## config.mk

```make
export PLATFORM = sky130hd
export DESIGN_NAME = rv_iopmp_match_engine_flat
export DESIGN_NICKNAME = d
export VERILOG_FILES = /design/src/rtl/rv_iopmp_match_engine_if.sv /design/src/rtl/rv_iopmp_match_engine.sv /design/src/flat_wrapper.sv
export SDC_FILE = /design/constraint.sdc
export NUM_CORES = 1
export LEC_CHECK = 0
export ABC_AREA = 0
export CAP_MARGIN = 20
export CORE_ASPECT_RATIO = 1.75
export CORE_MARGIN = 3
export CORE_UTILIZATION = 30
export DETAILED_ROUTE_END_ITERATION = 12
export PLACE_DENSITY = 0.48
export SYNTH_ARGS = -nofsm -noshare
export SYNTH_HDL_FRONTEND = slang
export SYNTH_SLANG_ARGS = --single-unit
```

## constraint.sdc

```tcl
create_clock -name clk_i -period 3.67 [get_ports clk_i]
set_input_delay 0.734 -clock clk_i [delete_from_list [all_inputs] [get_ports clk_i]]
set_output_delay 0.734 -clock clk_i [all_outputs]
set_load 0.02 [all_outputs]
```

## src/rtl/rv_iopmp_match_engine_if.sv

```systemverilog
// Request / response / error-capture bundle of the IOPMP match engine.
// The engine sits on the slave side; the bus front-end drives the master side.
interface rv_iopmp_match_engine_if #(
    parameter int ADDR_WIDTH = 64,
    parameter int SID_WIDTH  = 8,
    parameter int LEN_WIDTH  = 16,
    parameter int EID_WIDTH  = 3
);
    logic                  req_valid_i;
    logic                  req_ready_o;
    logic [SID_WIDTH-1:0]  req_sid_i;
    logic [ADDR_WIDTH-1:0] req_addr_i;
    logic [LEN_WIDTH-1:0]  req_len_i;
    logic [1:0]            req_access_i;

    logic                  resp_valid_o;
    logic                  resp_ready_i;
    logic                  resp_allow_o;
    logic [2:0]            resp_etype_o;
    logic [EID_WIDTH-1:0]  resp_eid_o;

    logic                  err_valid_o;
    logic [SID_WIDTH-1:0]  err_sid_o;
    logic [ADDR_WIDTH-1:0] err_addr_o;

    modport slave (
        input  req_valid_i, req_sid_i, req_addr_i, req_len_i, req_access_i, resp_ready_i,
        output req_ready_o, resp_valid_o, resp_allow_o, resp_etype_o, resp_eid_o,
               err_valid_o, err_sid_o, err_addr_o
    );

    modport master (
        output req_valid_i, req_sid_i, req_addr_i, req_len_i, req_access_i, resp_ready_i,
        input  req_ready_o, resp_valid_o, resp_allow_o, resp_etype_o, resp_eid_o,
               err_valid_o, err_sid_o, err_addr_o
    );
endinterface

```

## src/rtl/rv_iopmp_match_engine.sv

```systemverilog
// IOPMP transaction checker: accepts one request, scans the entry table
// K entries per cycle through a 1-cycle-latency read port, and reports
// allow/deny from the lowest-index matching entry plus error-capture data.
module rv_iopmp_match_engine #(
    parameter int ADDR_WIDTH        = 64,
    parameter int SID_WIDTH         = 8,
    parameter int LEN_WIDTH         = 16,
    parameter int ENTRY_ADDR_LEN    = 32,
    parameter int NUMBER_MDS        = 2,
    parameter int NUMBER_ENTRIES    = 8,
    parameter int NUMBER_MASTERS    = 2,
    parameter int ENTRIES_PER_CYCLE = 2,
    localparam int TW = $clog2(NUMBER_ENTRIES) + 1,
    localparam int K  = ENTRIES_PER_CYCLE,
    localparam int EW = $clog2(NUMBER_ENTRIES),
    localparam int NG = NUMBER_ENTRIES / ENTRIES_PER_CYCLE,
    localparam int GW = (NG > 1) ? $clog2(NG) : 1
) (
    input  logic                          clk_i,
    input  logic                          rst_ni,
    input  logic                          iopmp_enabled_i,
    input  logic [NUMBER_MDS*TW-1:0]      mdcfg_top_i,
    input  logic [NUMBER_MASTERS*NUMBER_MDS-1:0] srcmd_en_i,
    rv_iopmp_match_engine_if.slave        bus,
    output logic                          rd_en_o,
    output logic [GW-1:0]                 rd_group_o,
    input  logic [K*ENTRY_ADDR_LEN-1:0]   entry_addr_i,
    input  logic [K*8-1:0]                entry_cfg_i
);
    localparam int EAL = ENTRY_ADDR_LEN;
    localparam int NMD = NUMBER_MDS;
    localparam int KW  = $clog2(K);
    localparam int SW  = (K > 1) ? KW : 1;
    localparam int AW1 = ADDR_WIDTH + 1;
    // Comparison width: covers the full request range and the largest NAPOT region.
    localparam int CW  = (AW1 > EAL + 4) ? AW1 : EAL + 4;

    typedef enum logic [1:0] {IDLE, SCAN, RESP} state_t;

    state_t                 state_reg, state_next;
    logic [SID_WIDTH-1:0]   sid_reg;
    logic [ADDR_WIDTH-1:0]  addr_reg;
    logic [AW1-1:0]         end_reg;
    logic [1:0]             access_reg;
    logic [NMD*TW-1:0]      top_reg;
    logic [NMD-1:0]         md_en_reg;
    logic [GW-1:0]          last_group_reg;
    logic [GW-1:0]          issue_group_reg, issue_group_next;
    logic                   issuing_reg, issuing_next;
    logic                   eval_valid_reg, eval_valid_next;
    logic [GW-1:0]          eval_group_reg, eval_group_next;
    logic [EAL-1:0]         prev_reg, prev_next;
    logic                   allow_reg, allow_next;
    logic [2:0]             etype_reg, etype_next;
    logic [EW-1:0]          eid_reg, eid_next;
    logic                   err_pulse_reg, err_pulse_next;
    logic                   capture;

    // Request decode
    logic [LEN_WIDTH-1:0]   len_eff;
    logic [AW1-1:0]         req_end;
    logic [NMD-1:0]         req_md_en;
    logic                   sid_ok;
    logic [TW-1:0]          scan_limit;
    logic [GW-1:0]          scan_last;

    // Per-entry evaluation of the group currently on the read port
    logic [K-1:0]           hit_vec, cont_vec, perm_vec;
    logic [TW-1:0]          idx_arr [K];
    logic                   addr_oob;
    logic [CW-1:0]          a_cmp, e_cmp;
    logic                   any_hit;
    logic [SW-1:0]          sel;

    // End address, SID range check and the last group the SID can ever hit.
    always_comb begin
        len_eff   = (bus.req_len_i == '0) ? LEN_WIDTH'(1) : bus.req_len_i;
        req_end   = {1'b0, bus.req_addr_i} + AW1'(len_eff) - AW1'(1);
        sid_ok    = 1'b0;
        req_md_en = '0;
        for (int s = 0; s < NUMBER_MASTERS; s++) begin
            if (bus.req_sid_i == SID_WIDTH'(s)) begin
                sid_ok    = 1'b1;
                req_md_en = srcmd_en_i[s*NMD +: NMD];
            end
        end
        // Tops are non-decreasing, so the highest enabled MD bounds the scan.
        scan_limit = '0;
        for (int m = 0; m < NMD; m++) begin
            if (req_md_en[m]) scan_limit = mdcfg_top_i[m*TW +: TW];
        end
        scan_last = GW'((scan_limit - TW'(1)) >> KW);
    end

    assign addr_oob = |(addr_reg >> (EAL + 2));
    assign a_cmp    = CW'(addr_reg);
    assign e_cmp    = CW'(end_reg);

    for (genvar gi = 0; gi < K; gi++) begin : g_entry
        logic [EAL-1:0] cur;
        logic [EAL-1:0] prv;
        logic [1:0]     amode;
        logic           in_md;
        logic [EAL:0]   napot_mask;
        logic [CW-1:0]  lo, hi;

        assign cur   = entry_addr_i[gi*EAL +: EAL];
        assign amode = entry_cfg_i[gi*8+3 +: 2];
        // TOR lower bound is the preceding entry's field, carried across groups.
        if (gi == 0) begin : g_prev_reg
            assign prv = prev_reg;
        end else begin : g_prev_lane
            assign prv = entry_addr_i[(gi-1)*EAL +: EAL];
        end
        assign idx_arr[gi] = TW'(eval_group_reg) * TW'(K) + TW'(gi);
        // Bits 0..t set, where t is the number of trailing ones in the field.
        assign napot_mask  = {1'b0, cur} ^ ({1'b0, cur} + (EAL+1)'(1));

        // Entry belongs to an MD that is enabled for the captured SID.
        always_comb begin
            logic [TW-1:0] md_lo;
            in_md = 1'b0;
            md_lo = '0;
            for (int m = 0; m < NMD; m++) begin
                if (md_en_reg[m] && idx_arr[gi] >= md_lo && idx_arr[gi] < top_reg[m*TW +: TW])
                    in_md = 1'b1;
                md_lo = top_reg[m*TW +: TW];
            end
        end

        // Half-open byte range [lo, hi) described by the entry.
        always_comb begin
            lo = '0;
            hi = '0;
            case (amode)
                2'd1: begin
                    lo = CW'(prv) << 2;
                    hi = CW'(cur) << 2;
                end
                2'd2: begin
                    lo = CW'(cur) << 2;
                    hi = (CW'(cur) << 2) + CW'(4);
                end
                2'd3: begin
                    lo = CW'({1'b0, cur} & ~napot_mask) << 2;
                    hi = (CW'({1'b0, cur} & ~napot_mask) << 2) + ((CW'(napot_mask) + CW'(1)) << 2);
                end
                default: ;
            endcase
        end

        assign hit_vec[gi]  = in_md && (amode != 2'd0) && !addr_oob &&
                              (lo < hi) && (a_cmp < hi) && (e_cmp >= lo);
        assign cont_vec[gi] = (a_cmp >= lo) && (e_cmp < hi);
        assign perm_vec[gi] = (access_reg == 2'd1) ? entry_cfg_i[gi*8+0] :
                              (access_reg == 2'd2) ? entry_cfg_i[gi*8+1] :
                              (access_reg == 2'd3) ? entry_cfg_i[gi*8+2] : 1'b0;
    end

    // Static priority: lowest lane with a hit decides.
    always_comb begin
        any_hit = |hit_vec;
        sel     = '0;
        for (int j = K - 1; j >= 0; j--) begin
            if (hit_vec[j]) sel = SW'(j);
        end
    end

    // Next-state, read issue and response decision.
    always_comb begin
        state_next       = state_reg;
        issue_group_next = issue_group_reg;
        issuing_next     = issuing_reg;
        eval_valid_next  = 1'b0;
        eval_group_next  = eval_group_reg;
        prev_next        = prev_reg;
        allow_next       = allow_reg;
        etype_next       = etype_reg;
        eid_next         = eid_reg;
        err_pulse_next   = 1'b0;
        capture          = 1'b0;
        case (state_reg)
            IDLE: begin
                if (bus.req_valid_i) begin
                    capture          = 1'b1;
                    prev_next        = '0;
                    issue_group_next = '0;
                    eval_group_next  = '0;
                    issuing_next     = 1'b0;
                    allow_next       = 1'b0;
                    eid_next         = '0;
                    if (!iopmp_enabled_i) begin
                        state_next     = RESP;
                        etype_next     = 3'd0;
                        err_pulse_next = 1'b1;
                    end else if (!sid_ok) begin
                        state_next     = RESP;
                        etype_next     = 3'd6;
                        err_pulse_next = 1'b1;
                    end else if (req_end[ADDR_WIDTH]) begin
                        state_next     = RESP;
                        etype_next     = 3'd4;
                        err_pulse_next = 1'b1;
                    end else begin
                        state_next   = SCAN;
                        issuing_next = (scan_limit != '0);
                    end
                end
            end
            SCAN: begin
                if (eval_valid_reg && any_hit) begin
                    state_next   = RESP;
                    issuing_next = 1'b0;
                    eid_next     = EW'(idx_arr[sel]);
                    if (cont_vec[sel] && perm_vec[sel]) begin
                        allow_next = 1'b1;
                        etype_next = 3'd0;
                    end else begin
                        allow_next     = 1'b0;
                        etype_next     = cont_vec[sel] ? {1'b0, access_reg} : 3'd4;
                        err_pulse_next = 1'b1;
                    end
                end else if (!issuing_reg) begin
                    state_next     = RESP;
                    allow_next     = 1'b0;
                    etype_next     = 3'd5;
                    eid_next       = '0;
                    err_pulse_next = 1'b1;
                end else begin
                    eval_valid_next = 1'b1;
                    eval_group_next = issue_group_reg;
                    if (issue_group_reg == last_group_reg) issuing_next = 1'b0;
                    else issue_group_next = issue_group_reg + GW'(1);
                end
                if (eval_valid_reg) prev_next = entry_addr_i[(K-1)*EAL +: EAL];
            end
            RESP: begin
                if (bus.resp_ready_i) state_next = IDLE;
            end
            default: state_next = IDLE;
        endcase
    end

    // Control state and response registers.
    always_ff @(posedge clk_i or negedge rst_ni) begin
        if (!rst_ni) begin
            state_reg       <= IDLE;
            issue_group_reg <= '0;
            issuing_reg     <= 1'b0;
            eval_valid_reg  <= 1'b0;
            eval_group_reg  <= '0;
            prev_reg        <= '0;
            allow_reg       <= 1'b0;
            etype_reg       <= '0;
            eid_reg         <= '0;
            err_pulse_reg   <= 1'b0;
        end else begin
            state_reg       <= state_next;
            issue_group_reg <= issue_group_next;
            issuing_reg     <= issuing_next;
            eval_valid_reg  <= eval_valid_next;
            eval_group_reg  <= eval_group_next;
            prev_reg        <= prev_next;
            allow_reg       <= allow_next;
            etype_reg       <= etype_next;
            eid_reg         <= eid_next;
            err_pulse_reg   <= err_pulse_next;
        end
    end

    // Snapshot of the request and configuration taken on acceptance.
    always_ff @(posedge clk_i or negedge rst_ni) begin
        if (!rst_ni) begin
            sid_reg        <= '0;
            addr_reg       <= '0;
            end_reg        <= '0;
            access_reg     <= '0;
            top_reg        <= '0;
            md_en_reg      <= '0;
            last_group_reg <= '0;
        end else if (capture) begin
            sid_reg        <= bus.req_sid_i;
            addr_reg       <= bus.req_addr_i;
            end_reg        <= req_end;
            access_reg     <= bus.req_access_i;
            top_reg        <= mdcfg_top_i;
            md_en_reg      <= req_md_en;
            last_group_reg <= scan_last;
        end
    end

    assign bus.req_ready_o  = (state_reg == IDLE);
    assign bus.resp_valid_o = (state_reg == RESP);
    assign bus.resp_allow_o = (state_reg == RESP) && allow_reg;
    assign bus.resp_etype_o = (state_reg == RESP) ? etype_reg : 3'd0;
    assign bus.resp_eid_o   = (state_reg == RESP) ? eid_reg : '0;
    assign bus.err_valid_o  = err_pulse_reg;
    assign bus.err_sid_o    = err_pulse_reg ? sid_reg : '0;
    assign bus.err_addr_o   = err_pulse_reg ? addr_reg : '0;
    assign rd_en_o          = (state_reg == SCAN) && issuing_reg;
    assign rd_group_o       = rd_en_o ? issue_group_reg : '0;

    // Reserved cfg bits carry no meaning for matching.
    logic unused_cfg_bits;
    always_comb begin
        unused_cfg_bits = 1'b0;
        for (int j = 0; j < K; j++) unused_cfg_bits = unused_cfg_bits ^ (^entry_cfg_i[j*8+5 +: 3]);
    end
endmodule

```

## src/flat_wrapper.sv

```systemverilog
// flat-port wrapper written by rule: the top's interface ports become plain ports
module rv_iopmp_match_engine_flat 
#(
    parameter int ADDR_WIDTH        = 64,
    parameter int SID_WIDTH         = 8,
    parameter int LEN_WIDTH         = 16,
    parameter int ENTRY_ADDR_LEN    = 32,
    parameter int NUMBER_MDS        = 2,
    parameter int NUMBER_ENTRIES    = 8,
    parameter int NUMBER_MASTERS    = 2,
    parameter int ENTRIES_PER_CYCLE = 2,
    localparam int TW = $clog2(NUMBER_ENTRIES) + 1,
    localparam int K  = ENTRIES_PER_CYCLE,
    localparam int EW = $clog2(NUMBER_ENTRIES),
    localparam int NG = NUMBER_ENTRIES / ENTRIES_PER_CYCLE,
    localparam int GW = (NG > 1) ? $clog2(NG) : 1
)
  (clk_i, rst_ni, iopmp_enabled_i, mdcfg_top_i, srcmd_en_i, rd_en_o, rd_group_o, entry_addr_i, entry_cfg_i, bus_req_valid_i, bus_req_sid_i, bus_req_addr_i, bus_req_len_i, bus_req_access_i, bus_resp_ready_i, bus_req_ready_o, bus_resp_valid_o, bus_resp_allow_o, bus_resp_etype_o, bus_resp_eid_o, bus_err_valid_o, bus_err_sid_o, bus_err_addr_o);
  rv_iopmp_match_engine_if #(.ADDR_WIDTH(ADDR_WIDTH), .SID_WIDTH(SID_WIDTH), .LEN_WIDTH(LEN_WIDTH), .EID_WIDTH(EW)) bus_i ();
  input  logic clk_i;
  input  logic rst_ni;
  input  logic iopmp_enabled_i;
  input  logic [NUMBER_MDS*TW-1:0] mdcfg_top_i;
  input  logic [NUMBER_MASTERS*NUMBER_MDS-1:0] srcmd_en_i;
  output logic rd_en_o;
  output logic [GW-1:0] rd_group_o;
  input  logic [K*ENTRY_ADDR_LEN-1:0] entry_addr_i;
  input  logic [K*8-1:0] entry_cfg_i;
  input wire logic [$bits(bus_i.req_valid_i)-1:0] bus_req_valid_i;
  input wire logic [$bits(bus_i.req_sid_i)-1:0] bus_req_sid_i;
  input wire logic [$bits(bus_i.req_addr_i)-1:0] bus_req_addr_i;
  input wire logic [$bits(bus_i.req_len_i)-1:0] bus_req_len_i;
  input wire logic [$bits(bus_i.req_access_i)-1:0] bus_req_access_i;
  input wire logic [$bits(bus_i.resp_ready_i)-1:0] bus_resp_ready_i;
  output wire logic [$bits(bus_i.req_ready_o)-1:0] bus_req_ready_o;
  output wire logic [$bits(bus_i.resp_valid_o)-1:0] bus_resp_valid_o;
  output wire logic [$bits(bus_i.resp_allow_o)-1:0] bus_resp_allow_o;
  output wire logic [$bits(bus_i.resp_etype_o)-1:0] bus_resp_etype_o;
  output wire logic [$bits(bus_i.resp_eid_o)-1:0] bus_resp_eid_o;
  output wire logic [$bits(bus_i.err_valid_o)-1:0] bus_err_valid_o;
  output wire logic [$bits(bus_i.err_sid_o)-1:0] bus_err_sid_o;
  output wire logic [$bits(bus_i.err_addr_o)-1:0] bus_err_addr_o;
  assign bus_i.req_valid_i = bus_req_valid_i;
  assign bus_i.req_sid_i = bus_req_sid_i;
  assign bus_i.req_addr_i = bus_req_addr_i;
  assign bus_i.req_len_i = bus_req_len_i;
  assign bus_i.req_access_i = bus_req_access_i;
  assign bus_i.resp_ready_i = bus_resp_ready_i;
  assign bus_req_ready_o = bus_i.req_ready_o;
  assign bus_resp_valid_o = bus_i.resp_valid_o;
  assign bus_resp_allow_o = bus_i.resp_allow_o;
  assign bus_resp_etype_o = bus_i.resp_etype_o;
  assign bus_resp_eid_o = bus_i.resp_eid_o;
  assign bus_err_valid_o = bus_i.err_valid_o;
  assign bus_err_sid_o = bus_i.err_sid_o;
  assign bus_err_addr_o = bus_i.err_addr_o;
  rv_iopmp_match_engine #(.ADDR_WIDTH(ADDR_WIDTH), .SID_WIDTH(SID_WIDTH), .LEN_WIDTH(LEN_WIDTH), .ENTRY_ADDR_LEN(ENTRY_ADDR_LEN), .NUMBER_MDS(NUMBER_MDS), .NUMBER_ENTRIES(NUMBER_ENTRIES), .NUMBER_MASTERS(NUMBER_MASTERS), .ENTRIES_PER_CYCLE(ENTRIES_PER_CYCLE)) u_core (.clk_i(clk_i), .rst_ni(rst_ni), .iopmp_enabled_i(iopmp_enabled_i), .mdcfg_top_i(mdcfg_top_i), .srcmd_en_i(srcmd_en_i), .bus(bus_i), .rd_en_o(rd_en_o), .rd_group_o(rd_group_o), .entry_addr_i(entry_addr_i), .entry_cfg_i(entry_cfg_i));
endmodule
```

==> metrics <==
Yosys top cell by area ha_1; CTS tree built; Fmax 125 MHz; actual slew at the worst max-slew pin 0.716 ns; clock tree buffer depth 2; drt drc 0; worst reg2reg path startpoint u_core.g_entry[0].prv[5]; number of I/O port buffers 265; placed cell area 42,000 um2; final period utilization 218%; r2r setup slk -0.69 ns; critical path arrival 8.41 ns; vias about 33,000; final instance area 45,600 um2; Die Height between 400 and 500 um; # rows 149; final std cells w/o fill 6,305; max-slew violations 0; final setup vio count 32; outcome complete, but fails checks; number of synthesized register bits 199; first-pass detailed-route iteration total 5; Worst Setup Path Type in -> reg; die area a little under 100,000 um2; Placer Congestion around 0.97; Core Region roughly 94,000 um2; most frequent cells after synthesis ha_1, nand2_1, o21ai_0; Max Cap Violations 0; Relative slew margins between 50% and 60%; Yosys top cell area share about a quarter; RSZ-0062 raised after global routing true; Leakage Power 0.0219 uW; Fillers between 9,000 and 10,000; H-tree depth 4; remaining antenna violation count 0; violated checks negative setup slack; first-pass GRT wire length just under 200,000 um; Yosys cell types 86; Max VDD drop ~0.00044 V; Routed WL about 130,000 um; min Tclk post-route 8.00 ns; Post-Route Setup TNS -70.70 ns; vias in the first global route 34,300; Synth Area per Inst 7.88 um2; overall routing resource usage 26.0%; number of flops mapped to enable cells by yosys 0; total CTS buffers 17; initial core utilization 30.3%; crit-path max cell delay ~0.54 ns; count leader, synth ha_1; placed wire-length estimate ~110,000 um; worst skew pair latency about 0.52 ns; RR Endpoint u_core.etype_reg[2]; ys async rst share 100%; nets@finish between 5,000 and 6,000; slowest CP cell or4b_4; initial antenna violation count 1; worst-path fanout max 4; worst clock skew 0.0182 ns; post-synthesis cell area 28,600 um2; Ys Warns 0; Placed Cells 6,175; clock slew at reported path FFs 0.09 ns; largest net degree at the start of global routing 77; # hold bufs at CTS 0; I/O pin total 272; Synth Instances 3,627; Most used DFF post-synth dfrtp_1; DR vias/cell around 5.2; Core Util, Final slightly below 50%; clock root buffer clkbuf_16; max reg flops 65; nature of the critical path endpoint register; die width 239 um; total power per unit cell area 339 nW/um2; Post-Syn Nets 4,359; sequential share of the synthesized area 17.4%; P&R area growth vs syn 59.6%; register area 4980 um2; cells on worst reg2reg path 19; Min-Delay Path Class in -> async; setup ws final -4.33 ns; Hold Violations, Final 0; # clock sinks 199; Area contributors post-synth ha_1, dfrtp_1, nand2_1, o21ai_0, a21oi_1; gr ovfl total 0; Pwr Total between 15,000 and 20,000 uW; multi-input combinational cell area about 25,000 um2; drt wl/cell between 20 and 25 um; Critical Path Start Type primary input; Required @ worst endpoint 4.08 ns; layout cells sized above 1 36.3%; initial drt markers 1,315
==> kinds of logic after synthesis <==
| family | share of synthesized area, % |
|---|---|
| mux | 3.46 |
| fa+ha+maj | 23.9 |
| compound gates | 23.3 |
| xor+xnor | 7.14 |
| simple gates | 19.8 |
| buf+inv | 4.93 |
| flops | 17.4 |
==> how the worst max path moves through the flow <==
stage | depth (start not counted) | slack (ns) | to | startpoint
floorplan | 35 | -4.35 | u_core.etype_reg[2] | entry_addr_i[7]
global placement | 38 | -6.08 | u_core.issue_group_reg[1] | entry_addr_i[0]
detailed placement | 37 | -6.18 | u_core.issue_group_reg[1] | entry_addr_i[0]
CTS | 36 | -4.21 | u_core.etype_reg[2] | entry_addr_i[0]
global route | 37 | -4.52 | u_core.etype_reg[2] | entry_addr_i[0]
finish | 36 | -4.33 | u_core.etype_reg[2] | entry_addr_i[0]
==> layer usage <==
metal / vias up / part of all wire (%) / global-route usage [%]
li1: 16200 / - / -
met1: 15500 / 37 / 26.3
met2: 646 / 54 / 50.5
met3: 250 / 2.4 / 2.41
met4: 0 / 7.1 / 15.9
met5: - / 0 / 0
==> worst max-delay path: cells and delay by family <==
kind                     cells  cell delay (ns)
multiplexers                 1             0.26
XOR/XNOR                     3             0.51
adder cells (fa/ha/maj)      3             0.90
buffers and inverters        2             0.24
AND/OR/NAND/NOR             11             2.82
AO/OA/AOI/OAI               16             2.93
==> placed cells by master (no fill, tap or decap), types with 16 or more instances in the layout <==
cell	n
a21oi_1	199
inv_1	219
nor2_2	17
ha_4	48
xor2_2	16
o21ai_1	28
o21bai_1	23
nand3_1	64
dfrtp_1	198
buf_4	1251
xnor2_2	17
nor2b_1	23
buf_12	23
a21oi_2	34
o22a_1	21
xnor2_1	114
nand4_1	81
xor2_1	83
a22oi_1	88
nor4_1	29
clkbuf_16	17
mux2i_1	21
a211oi_1	27
and2_1	91
mux2_2	66
a21o_1	126
inv_2	21
nor2_1	139
nand2_1	432
ha_1	491
clkdlybuf4s50_1	201
and3_1	22
nand2b_1	16
nor3_1	33
o211ai_1	34
o21a_1	22
dlygate4sd2_1	22
o21ai_0	252
buf_6	42
==> where the power goes <==
group	total, uW	switching, uW	internal [uW]
logic	10300	5190	5130
clock network	2030	1100	924
registers	3090	473	2610
total	15400	6770	8670
==> cell type report <==
class / instances / share of cell area (%)
Timing Repair Buffer: 1566 / 28.0
Antenna cell: 1 / 0.00549
Clock inverter: 12 / 0.302
Inverter: 241 / 1.98
Sequential cell: 199 / 10.9
Clock buffer: 20 / 0.980
Tap cell: 1208 / 3.31
Multi-Input combinational cell: 3058 / 54.5
==> per-stage QoR <==
step | hold WS (ns) | setup slack (ns)
finish | 0.0966 | -4.33
detailed placement | 0.456 | -6.18
global placement | 0.452 | -6.08
floorplan | 0.438 | -4.35
global route | 0.112 | -4.52
CTS | 0.0875 | -4.21
==> repair_timing <==
item,CTS,global route
pin swaps,192,181
setup buffers,68,44
gates cloned,0,0
gates resized for setup,432,233
endpoints found under the setup margin,63,43
Note: power is estimated with default switching activity, not from simulation.
